==> config.mk <==
export PLATFORM = sky130hd
export DESIGN_NAME = lsu_ctrl_flat
export DESIGN_NICKNAME = d
export VERILOG_FILES = /design/src/rtl/lsu_pkg.sv /design/src/rtl/lsu_if.sv /design/src/rtl/lsu_align.sv /design/src/rtl/lsu_ctrl.sv /design/src/flat_wrapper.sv
export SDC_FILE = /design/constraint.sdc
export NUM_CORES = 1
export LEC_CHECK = 0
export ABC_CLOCK_PERIOD_IN_PS = 1900
export CORE_AREA = 2 2 156 158
export CTS_CLUSTER_DIAMETER = 80
export DETAILED_ROUTE_END_ITERATION = 16
export DIE_AREA = 0 0 158 160
export PLACE_DENSITY_LB_ADDON = 0.15
export SYNTH_ARGS = -nofsm -noshare
export SYNTH_HDL_FRONTEND = slang
export SYNTH_SLANG_ARGS = --single-unit
export TNS_END_PERCENT = 30
==> constraint.sdc <==
create_clock -name clk -period 1.9 [get_ports clk]
set_input_delay 0.285 -clock clk [delete_from_list [all_inputs] [get_ports clk]]
set_output_delay 0.285 -clock clk [all_outputs]
set_load 0.01 [all_outputs]
==> src/rtl/lsu_pkg.sv <==
// Shared types and constants for the load/store controller.
// Size codes follow RV64 funct3[1:0]; funct3[2] selects zero-extension on loads.
package lsu_pkg;

  typedef enum logic [1:0] {
    ST_IDLE   = 2'd0,
    ST_ACCESS = 2'd1,
    ST_RESP   = 2'd2
  } lsu_state_e;

  localparam logic [1:0] SZ_B = 2'd0;
  localparam logic [1:0] SZ_H = 2'd1;
  localparam logic [1:0] SZ_W = 2'd2;
  localparam logic [1:0] SZ_D = 2'd3;

  localparam int         F3_UNS        = 2;
  localparam logic [2:0] F3_ILLEGAL_LD = 3'b111;

  function automatic logic [7:0] size_to_strb(input logic [1:0] size);
    logic [7:0] strb;
    case (size)
      SZ_B:    strb = 8'h01;
      SZ_H:    strb = 8'h03;
      SZ_W:    strb = 8'h0F;
      default: strb = 8'hFF;
    endcase
    return strb;
  endfunction

endpackage

==> src/rtl/lsu_if.sv <==
// Core request/response handshake plus data-memory port of the load/store unit.
// slave = LSU view, master = core/memory environment view.
interface lsu_if #(
  parameter int ADDR_W = 64
);
  logic              req_valid;
  logic              req_ready;
  logic              req_wr;
  logic [2:0]        req_funct3;
  logic [ADDR_W-1:0] req_addr;
  logic [63:0]       req_wdata;
  logic              resp_valid;
  logic              resp_ready;
  logic [63:0]       resp_rdata;
  logic              resp_err;
  logic              mem_en;
  logic              mem_wr;
  logic [7:0]        mem_strb;
  logic [ADDR_W-1:0] mem_addr;
  logic [63:0]       mem_wdata;
  logic [63:0]       mem_rdata;

  modport slave (
    input  req_valid, req_wr, req_funct3, req_addr, req_wdata, resp_ready, mem_rdata,
    output req_ready, resp_valid, resp_rdata, resp_err,
           mem_en, mem_wr, mem_strb, mem_addr, mem_wdata
  );

  modport master (
    output req_valid, req_wr, req_funct3, req_addr, req_wdata, resp_ready, mem_rdata,
    input  req_ready, resp_valid, resp_rdata, resp_err,
           mem_en, mem_wr, mem_strb, mem_addr, mem_wdata
  );
endinterface

==> src/rtl/lsu_align.sv <==
// Combinational helpers: request legality (optionally trapping misalignment under
// LSU_MISALIGN_TRAP_EN), byte strobe generation and load data extension.
module lsu_align
  import lsu_pkg::*;
(
  input  logic        i_chk_wr,
  input  logic [2:0]  i_chk_funct3,
`ifdef LSU_MISALIGN_TRAP_EN
  input  logic [2:0]  i_chk_addr_lo,
`endif
  output logic        o_illegal,
  input  logic [2:0]  i_funct3,
  output logic [7:0]  o_strb,
  input  logic [63:0] i_rdata,
  output logic [63:0] o_ext_data
);

  logic w_bad_code;
  logic w_uns;

  assign w_bad_code = i_chk_wr ? i_chk_funct3[F3_UNS] : (i_chk_funct3 == F3_ILLEGAL_LD);

`ifdef LSU_MISALIGN_TRAP_EN
  logic w_misalign;

  always_comb begin
    w_misalign = 1'b0;
    case (i_chk_funct3[1:0])
      SZ_H:    w_misalign = i_chk_addr_lo[0];
      SZ_W:    w_misalign = |i_chk_addr_lo[1:0];
      SZ_D:    w_misalign = |i_chk_addr_lo;
      default: w_misalign = 1'b0;
    endcase
  end

  assign o_illegal = w_bad_code | w_misalign;
`else
  assign o_illegal = w_bad_code;
`endif

  assign o_strb = size_to_strb(i_funct3[1:0]);
  assign w_uns  = i_funct3[F3_UNS];

  // Memory returns data already lane-masked, so only the top byte lane needs extending.
  always_comb begin
    o_ext_data = i_rdata;
    case (i_funct3[1:0])
      SZ_B:    o_ext_data = {{56{~w_uns & i_rdata[7]}},  i_rdata[7:0]};
      SZ_H:    o_ext_data = {{48{~w_uns & i_rdata[15]}}, i_rdata[15:0]};
      SZ_W:    o_ext_data = {{32{~w_uns & i_rdata[31]}}, i_rdata[31:0]};
      default: o_ext_data = i_rdata;
    endcase
  end

endmodule

==> src/rtl/lsu_ctrl.sv <==
// Load/store initiator: one request at a time, load wait states via down-counter.
// Misalignment trapping is enabled by defining LSU_MISALIGN_TRAP_EN.
//
// state     | meaning
// ----------+-------------------------------------------------------------
// ST_IDLE   | req_ready=1, waiting for req_valid; illegal requests skip to RESP
// ST_ACCESS | memory port driven; store 1 cycle, load WAIT_CYCLES cycles
// ST_RESP   | resp_valid=1 with stable data/err until resp_ready
module lsu_ctrl
  import lsu_pkg::*;
#(
  parameter int WAIT_CYCLES = 1,
  parameter int ADDR_W      = 64
) (
  input  logic clk,
  input  logic rst_n,
  lsu_if.slave bus
);

  localparam int               CNT_W    = (WAIT_CYCLES > 1) ? $clog2(WAIT_CYCLES) : 1;
  localparam logic [CNT_W-1:0] CNT_LOAD = CNT_W'(WAIT_CYCLES - 1);

  lsu_state_e        r_state;
  lsu_state_e        w_state_nxt;
  logic              r_wr;
  logic [2:0]        r_funct3;
  logic [ADDR_W-1:0] r_addr;
  logic [63:0]       r_wdata;
  logic [63:0]       r_rdata;
  logic              r_err;
  logic [CNT_W-1:0]  r_cnt;

  logic              w_illegal;
  logic              w_accept;
  logic              w_cnt_tc;
  logic [7:0]        w_strb;
  logic [63:0]       w_ext;

  lsu_align u_align (
    .i_chk_wr      (bus.req_wr),
    .i_chk_funct3  (bus.req_funct3),
`ifdef LSU_MISALIGN_TRAP_EN
    .i_chk_addr_lo (bus.req_addr[2:0]),
`endif
    .o_illegal     (w_illegal),
    .i_funct3      (r_funct3),
    .o_strb        (w_strb),
    .i_rdata       (bus.mem_rdata),
    .o_ext_data    (w_ext)
  );

  assign w_accept = (r_state == ST_IDLE) && bus.req_valid;
  assign w_cnt_tc = (r_cnt == '0);

  always_ff @(posedge clk or negedge rst_n) begin
    if (!rst_n) begin
      r_state <= ST_IDLE;
    end else begin
      r_state <= w_state_nxt;
    end
  end

  always_comb begin
    w_state_nxt = r_state;
    case (r_state)
      ST_IDLE: begin
        if (bus.req_valid) begin
          w_state_nxt = w_illegal ? ST_RESP : ST_ACCESS;
        end
      end
      ST_ACCESS: begin
        if (r_wr || w_cnt_tc) begin
          w_state_nxt = ST_RESP;
        end
      end
      ST_RESP: begin
        if (bus.resp_ready) begin
          w_state_nxt = ST_IDLE;
        end
      end
      default: w_state_nxt = ST_IDLE;
    endcase
  end

  // Memory port is purely decoded from state so an async reset releases it at once.
  always_comb begin
    bus.req_ready  = 1'b0;
    bus.resp_valid = 1'b0;
    bus.resp_rdata = '0;
    bus.resp_err   = 1'b0;
    bus.mem_en     = 1'b0;
    bus.mem_wr     = 1'b0;
    bus.mem_strb   = '0;
    bus.mem_addr   = '0;
    bus.mem_wdata  = '0;
    case (r_state)
      ST_IDLE: bus.req_ready = 1'b1;
      ST_ACCESS: begin
        bus.mem_en    = 1'b1;
        bus.mem_wr    = r_wr;
        bus.mem_strb  = w_strb;
        bus.mem_addr  = r_addr;
        bus.mem_wdata = r_wdata;
      end
      ST_RESP: begin
        bus.resp_valid = 1'b1;
        bus.resp_rdata = r_rdata;
        bus.resp_err   = r_err;
      end
      default: ;
    endcase
  end

  always_ff @(posedge clk or negedge rst_n) begin
    if (!rst_n) begin
      r_wr     <= 1'b0;
      r_funct3 <= '0;
      r_addr   <= '0;
      r_wdata  <= '0;
      r_rdata  <= '0;
      r_err    <= 1'b0;
      r_cnt    <= '0;
    end else if (w_accept) begin
      r_wr     <= bus.req_wr;
      r_funct3 <= bus.req_funct3;
      r_addr   <= bus.req_addr;
      r_wdata  <= bus.req_wdata;
      r_rdata  <= '0;
      r_err    <= w_illegal;
      r_cnt    <= CNT_LOAD;
    end else if ((r_state == ST_ACCESS) && !r_wr) begin
      if (w_cnt_tc) begin
        r_rdata <= w_ext;
      end else begin
        r_cnt <= r_cnt - 1'b1;
      end
    end
  end

endmodule

==> src/flat_wrapper.sv <==
// flat-port wrapper written by rule: the top's interface ports become plain ports
module lsu_ctrl_flat import lsu_pkg::*;
#(
  parameter int WAIT_CYCLES = 1,
  parameter int ADDR_W      = 64
)
  (clk, rst_n, bus_req_valid, bus_req_wr, bus_req_funct3, bus_req_addr, bus_req_wdata, bus_resp_ready, bus_mem_rdata, bus_req_ready, bus_resp_valid, bus_resp_rdata, bus_resp_err, bus_mem_en, bus_mem_wr, bus_mem_strb, bus_mem_addr, bus_mem_wdata);
  lsu_if #(.ADDR_W(ADDR_W)) bus_i ();
  input  logic clk;
  input  logic rst_n;
  input wire logic [$bits(bus_i.req_valid)-1:0] bus_req_valid;
  input wire logic [$bits(bus_i.req_wr)-1:0] bus_req_wr;
  input wire logic [$bits(bus_i.req_funct3)-1:0] bus_req_funct3;
  input wire logic [$bits(bus_i.req_addr)-1:0] bus_req_addr;
  input wire logic [$bits(bus_i.req_wdata)-1:0] bus_req_wdata;
  input wire logic [$bits(bus_i.resp_ready)-1:0] bus_resp_ready;
  input wire logic [$bits(bus_i.mem_rdata)-1:0] bus_mem_rdata;
  output wire logic [$bits(bus_i.req_ready)-1:0] bus_req_ready;
  output wire logic [$bits(bus_i.resp_valid)-1:0] bus_resp_valid;
  output wire logic [$bits(bus_i.resp_rdata)-1:0] bus_resp_rdata;
  output wire logic [$bits(bus_i.resp_err)-1:0] bus_resp_err;
  output wire logic [$bits(bus_i.mem_en)-1:0] bus_mem_en;
  output wire logic [$bits(bus_i.mem_wr)-1:0] bus_mem_wr;
  output wire logic [$bits(bus_i.mem_strb)-1:0] bus_mem_strb;
  output wire logic [$bits(bus_i.mem_addr)-1:0] bus_mem_addr;
  output wire logic [$bits(bus_i.mem_wdata)-1:0] bus_mem_wdata;
  assign bus_i.req_valid = bus_req_valid;
  assign bus_i.req_wr = bus_req_wr;
  assign bus_i.req_funct3 = bus_req_funct3;
  assign bus_i.req_addr = bus_req_addr;
  assign bus_i.req_wdata = bus_req_wdata;
  assign bus_i.resp_ready = bus_resp_ready;
  assign bus_i.mem_rdata = bus_mem_rdata;
  assign bus_req_ready = bus_i.req_ready;
  assign bus_resp_valid = bus_i.resp_valid;
  assign bus_resp_rdata = bus_i.resp_rdata;
  assign bus_resp_err = bus_i.resp_err;
  assign bus_mem_en = bus_i.mem_en;
  assign bus_mem_wr = bus_i.mem_wr;
  assign bus_mem_strb = bus_i.mem_strb;
  assign bus_mem_addr = bus_i.mem_addr;
  assign bus_mem_wdata = bus_i.mem_wdata;
  lsu_ctrl #(.WAIT_CYCLES(WAIT_CYCLES), .ADDR_W(ADDR_W)) u_core (.clk(clk), .rst_n(rst_n), .bus(bus_i));
endmodule
Yosys cells after proc, flatten, opt, wreduce, memory -nomap -nowiden
Cells that the tools add are included.
{"block": "totals", "register_bits": 200, "latchBits": 0, "ramBits": 0, "romBits": 0, "inputBits": 200, "word_cells": 55, "n_memories": 0}
{"block": "classes", "n_addsub": 1, "mul": 0, "n_div": 0, "order_cmp": 0, "n_eq_ne": 9, "shifts": 0, "n_mux": 23, "bitwise": 5, "reduce_logical": 9}
{"cell": "64-bit two-way mux", "n": 6}
{"cell": "64-bit one-hot mux with 3 select lines", "n": 1}
{"cell": "8-bit one-hot mux with 3 select lines", "n": 1}
{"cell": "1-bit two-way mux", "n": 9}
{"cell": "2-bit two-way mux", "n": 4}
{"cell": "8-bit two-way mux", "n": 1}
{"cell": "2-bit inequality test (second input constant)", "n": 3}
{"cell": "2-bit one-hot mux with 3 select lines", "n": 1}
{"cell": "2-bit by 1-bit equality test with 1-bit output (second input constant)", "n": 2}
{"cell": "2-bit equality test (second input constant)", "n": 2}
{"cell": "2-bit logical NOT", "n": 2}
{"cell": "1-bit AND", "n": 3}
{"cell": "3-bit equality test (second input constant)", "n": 1}
{"cell": "3-bit AND reduction", "n": 1}
{"cell": "1-bit logical AND", "n": 2}
{"cell": "2-bit by 1-bit inequality test with 1-bit output (second input constant)", "n": 1}
{"cell": "1-bit NOT", "n": 2}
{"cell": "2-bit AND reduction", "n": 1}
{"cell": "2-bit nonzero test", "n": 1}
{"cell": "1-bit logical NOT", "n": 1}
{"cell": "1-bit logical OR", "n": 1}
{"cell": "1-bit subtractor (second input constant)", "n": 1}

Depth between registers and ports, before layout
{"block": "logic_depth", "depth_word": 6, "depth_mapped": 7, "mapped_depth_nobuf": 5}

Cells and area by module
From an unflattened synthesis, not the netlist that was laid out.
{"block": "unflattened", "hier_cells": 1035, "area_unflattened_um2": 10876.7}
{"module": "lsu_ctrl", "instances": 1, "cells_each": 873, "area_per_inst_um2": 9833.2, "seq_area_each_um2": 4979.8}
{"module": "lsu_align", "instances": 1, "cells_each": 162, "area_per_inst_um2": 1043.5, "seq_area_each_um2": 0.0}

Worst setup path after synthesis
OpenSTA, ideal clock, no wires.
{"block": "synth_timing", "path_kind": "register to output", "start": "reg u_core.r_state[1]", "end": "out bus_mem_addr[38]", "arrival_ns": 1.329, "t_required_ns": 1.615, "setup_slack_ns": 0.286, "path_stages_with_launch": 6, "path_cell_list": "dfrtp_1 > nand2b_1 > inv_1 > clkbuf_1 > clkbuf_1 > and2_1"}
{"block": "synth_between", "elab_chain_len": 2}
{"element": "start: declaration", "line": "lsu_ctrl.sv:23", "text": "lsu_state_e r_state;"}
{"element": "start signal: assignment", "line": "lsu_ctrl.sv:59", "text": "r_state <= w_state_nxt;"}
{"element": "2-bit by 1-bit equality test with 1-bit output", "line": "lsu_ctrl.sv:96", "text": "case (r_state)"}
{"element": "64-bit two-way mux", "line": "lsu_ctrl.sv:96"}
{"element": "end: declaration", "line": "flat_wrapper.sv:25", "text": "output wire logic [$bits(bus_i.mem_addr)-1:0] bus_mem_addr;"}
No other way between the ends.

Worst setup path in the final report
Same ends and word-level chain as after synthesis.

==> impl_metrics.json <==
{
  "required_ps": 1620,
  "tightest_slew_ps": 505,
  "pwr-share-comb": 0.427,
  "syn_area_mm2": 0.00927,
  "synth-seq-cells": 199,
  "post-route-period-util": 1.05,
  "start_util": 0.389,
  "num_antenna_cells": 0,
  "hold_class": "in2reg",
  "ys_seq_area_frac": 0.537,
  "dpl_cell_area_mm2": 0.0138,
  "core_mm2": 0.0238,
  "power.switching_w": 0.00710,
  "power_w": 0.0191,
  "antenna_found_initial": 1,
  "fin_nets": 1624,
  "clockPowerShare": 0.187,
  "intPower_w": 0.0120,
  "grt_pass1_vias": 8438,
  "clockBufferDepth": 2,
  "path_class": "reg2out",
  "max_cap_viol_count": 0,
  "worst_slack_ps": -93.5,
  "drive_gt1_frac": 0.303,
  "drcViolationCount": 0,
  "violations": "negative setup slack",
  "avgSynthCellArea_um2": 9.10,
  "fmaxAchievable_mhz": 502,
  "clkLatencyLatePin_ps": 430,
  "min_period_ps": 1990,
  "p_seq_frac": 0.387,
  "gp_congestion": 0.807,
  "slew_viol_final": 0,
  "stdcell_area_mm2": 0.0148,
  "finalWirelength_um": 31100,
  "clkTransAtPathRegs_ps": 80,
  "slew_headroom": 0.664,
  "synth_cells": 1018,
  "ir_drop_mv": 0.670,
  "p_leak_nw": 7.41,
  "worstSetupStartpointType": "flop",
  "switching_share": 0.372,
  "grt_pass1_wl_um": 47000,
  "worstSetupEndpointType": "primary output",
  "vias": 8417,
  "syn2layout_area_growth_pct": 60.0,
  "grt_max_degree": 90,
  "dieArea_mm2": 0.0253,
  "critPathMaxFanout": 7,
  "root_buffer": "clkbuf_16",
  "via_per_inst": 4.78,
  "pre_cts_slack_ps": -36.9,
  "hold_slack_ps": 369,
  "drt_iter0_markers": 525,
  "syn-num-nets": 1218,
  "finalSetupViolations": 117,
  "grt_use_total": 0.240,
  "worst_clock_skew_ps": 11.9,
  "core.rowCount": 57,
  "die_w_um": 158,
  "port_buffers": 404,
  "h-tree-depth": 4,
  "cts_buffers": 17,
  "status": "finished with violations",
  "gr-total-overflow": 0,
  "dr.pass1.iters": 4,
  "powerDensity_mw_per_mm2": 1290,
  "rsz0062_at_grt": "true",
  "cts.sinks": 199,
  "hold_violations": 0,
  "synthDistinctLibCells": 28,
  "drtAntennaViolNets": 0,
  "detail_route.wl_per_cell_um": 17.7,
  "die_h_um": 160,
  "cts_tree": "built",
  "yosys_warnings": 0,
  "hpwl_um": 20100,
  "arrival_ps": 1710,
  "ios": 405
}
-- path summary, 6_finish.rpt --
path	cells after the start	from	slack [ps]	to
max reg2reg	8	u_core.r_state[0]	80	u_core.r_addr[48]
min in group asynchronous	3	rst_n	440	u_core.r_rdata[14]
max in group asynchronous	3	rst_n	980	u_core.r_wdata[0]
min	3	bus_req_addr[43]	370	u_core.r_addr[43]
min reg2reg	2	u_core.r_addr[3]	470	u_core.r_addr[3]
max	7	u_core.r_state[1]	-90	bus_mem_addr[38]
-- metal layers --
metal,share of wire,GRT usage,vias to the layer above
li1,-,-,4024
met1,0.41,0.294,4010
met2,0.48,0.395,320
met3,0.078,0.0681,61
met4,0.036,0.104,2
met5,0.00042,0,-
-- synthesized netlist by cell type --
cell / count / share of area
nor3_2: 1 / 0.0011
nand2b_1: 2 / 0.0014
nor3b_4: 1 / 0.0020
nand3_1: 1 / 0.00054
nand2_1: 401 / 0.16
and2_2: 1 / 0.00081
o2bb2ai_1: 25 / 0.024
nor3_4: 1 / 0.0018
or2_1: 1 / 0.00068
nor3b_1: 1 / 0.00081
mux2i_1: 1 / 0.0011
a22o_1: 8 / 0.0076
a21oi_1: 26 / 0.014
nor2b_1: 2 / 0.0014
buf_1: 5 / 0.0020
buf_4: 5 / 0.0041
buf_6: 4 / 0.0049
o21ai_0: 33 / 0.018
nor2_2: 1 / 0.00068
o2bb2ai_2: 30 / 0.049
dfrtp_1: 199 / 0.54
clkbuf_1: 47 / 0.019
and2_1: 196 / 0.13
a21o_1: 1 / 0.00081
inv_1: 1 / 0.00040
o21a_1: 2 / 0.0016
nor2_1: 5 / 0.0020
buf_2: 17 / 0.0092
-- repair_timing --
item / CTS / global route
hold buffers: 1 / 0
hold endpoints to repair: 188 / 0
buffers inserted: 14 / 1
pin swaps: 29 / 52
resized for setup: 849 / 192
setup endpoints to repair: 205 / 205
cloned: 10 / 4
-- cells in the final DEF, fill, tap and decap left out, drive strengths merged --
master | synthesis | layout
o21a | 2 | 2
a22o | 8 | 8
nor2 | 6 | 6
o2bb2ai | 55 | 55
and2 | 197 | 197
clkdlybuf4s50 | 0 | 198
nand2 | 401 | 401
inv | 1 | 9
a21o | 1 | 1
nand3 | 1 | 1
nor3 | 2 | 2
clkdlybuf4s15 | 0 | 3
nand2b | 2 | 2
dfrtp | 199 | 199
o21ai | 33 | 33
nor2b | 2 | 2
or2 | 1 | 1
buf | 31 | 249
dlygate4sd3 | 0 | 1
clkinv | 0 | 6
clkbuf | 47 | 32
a21oi | 26 | 26
nor3b | 2 | 2
mux2i | 1 | 1
-- metrics by stage --
step           utilization  TNS, ps  cells
2_1_floorplan            -        0   1018
3_5_place_dp         0.579    -53.2   1701
4_1_cts              0.593    -8130   1758
5_1_grt              0.622   -15500   1761
3_3_place_gp         0.579     -276   1701
6_report             0.622    -5510   1761
-- cells by family after synthesis --
kind of cell	count (synthesis)	share of synthesized area
AOI/OAI and AO/OA	125	0.114
DFF	199	0.537
muxes	1	0.00108
and+or+nand+nor	614	0.308
buffers and inverters	79	0.0396
-- sequential cells by signal, indices dropped and copies added, names as in the netlist --
signal and cells:
u_core.r_wr 1, u_core.r_funct3 3, u_core.r_state 2, u_core.r_err 1, u_core.r_rdata 64, u_core.r_wdata 64
u_core.r_addr 64
-- power groups by stage --
stage	Sequential, W	Combinational [W]	Clock (W)
after global placement	0.00727	0.00722	0
after floorplan	0.00690	0.00429	0
final	0.00739	0.00815	0.00356
after global routing	0.00759	0.00895	0.00380
after CTS	0.00730	0.00768	0.00365
after detailed placement	0.00732	0.00735	0
-- area by class of cell --
class / instances / area (µm²)
clock buffer: 18 / 439
timing repair buffer: 465 / 4650
multi-input combinational: 740 / 4200
tap: 324 / 405
inverter: 1 / 11.3
sequential: 199 / 4980
clock inverter: 14 / 135
fill: 2056 / 9000
-- critical path, cell delays in order, from the launching register on --
cell and delay, ps:
dfrtp_1 390, nand2b_4 170, inv_8 80, buf_6 110
buf_12 130, clkbuf_16 150, and2_4 140, buf_6 90
(Power assumes the default switching activity.)
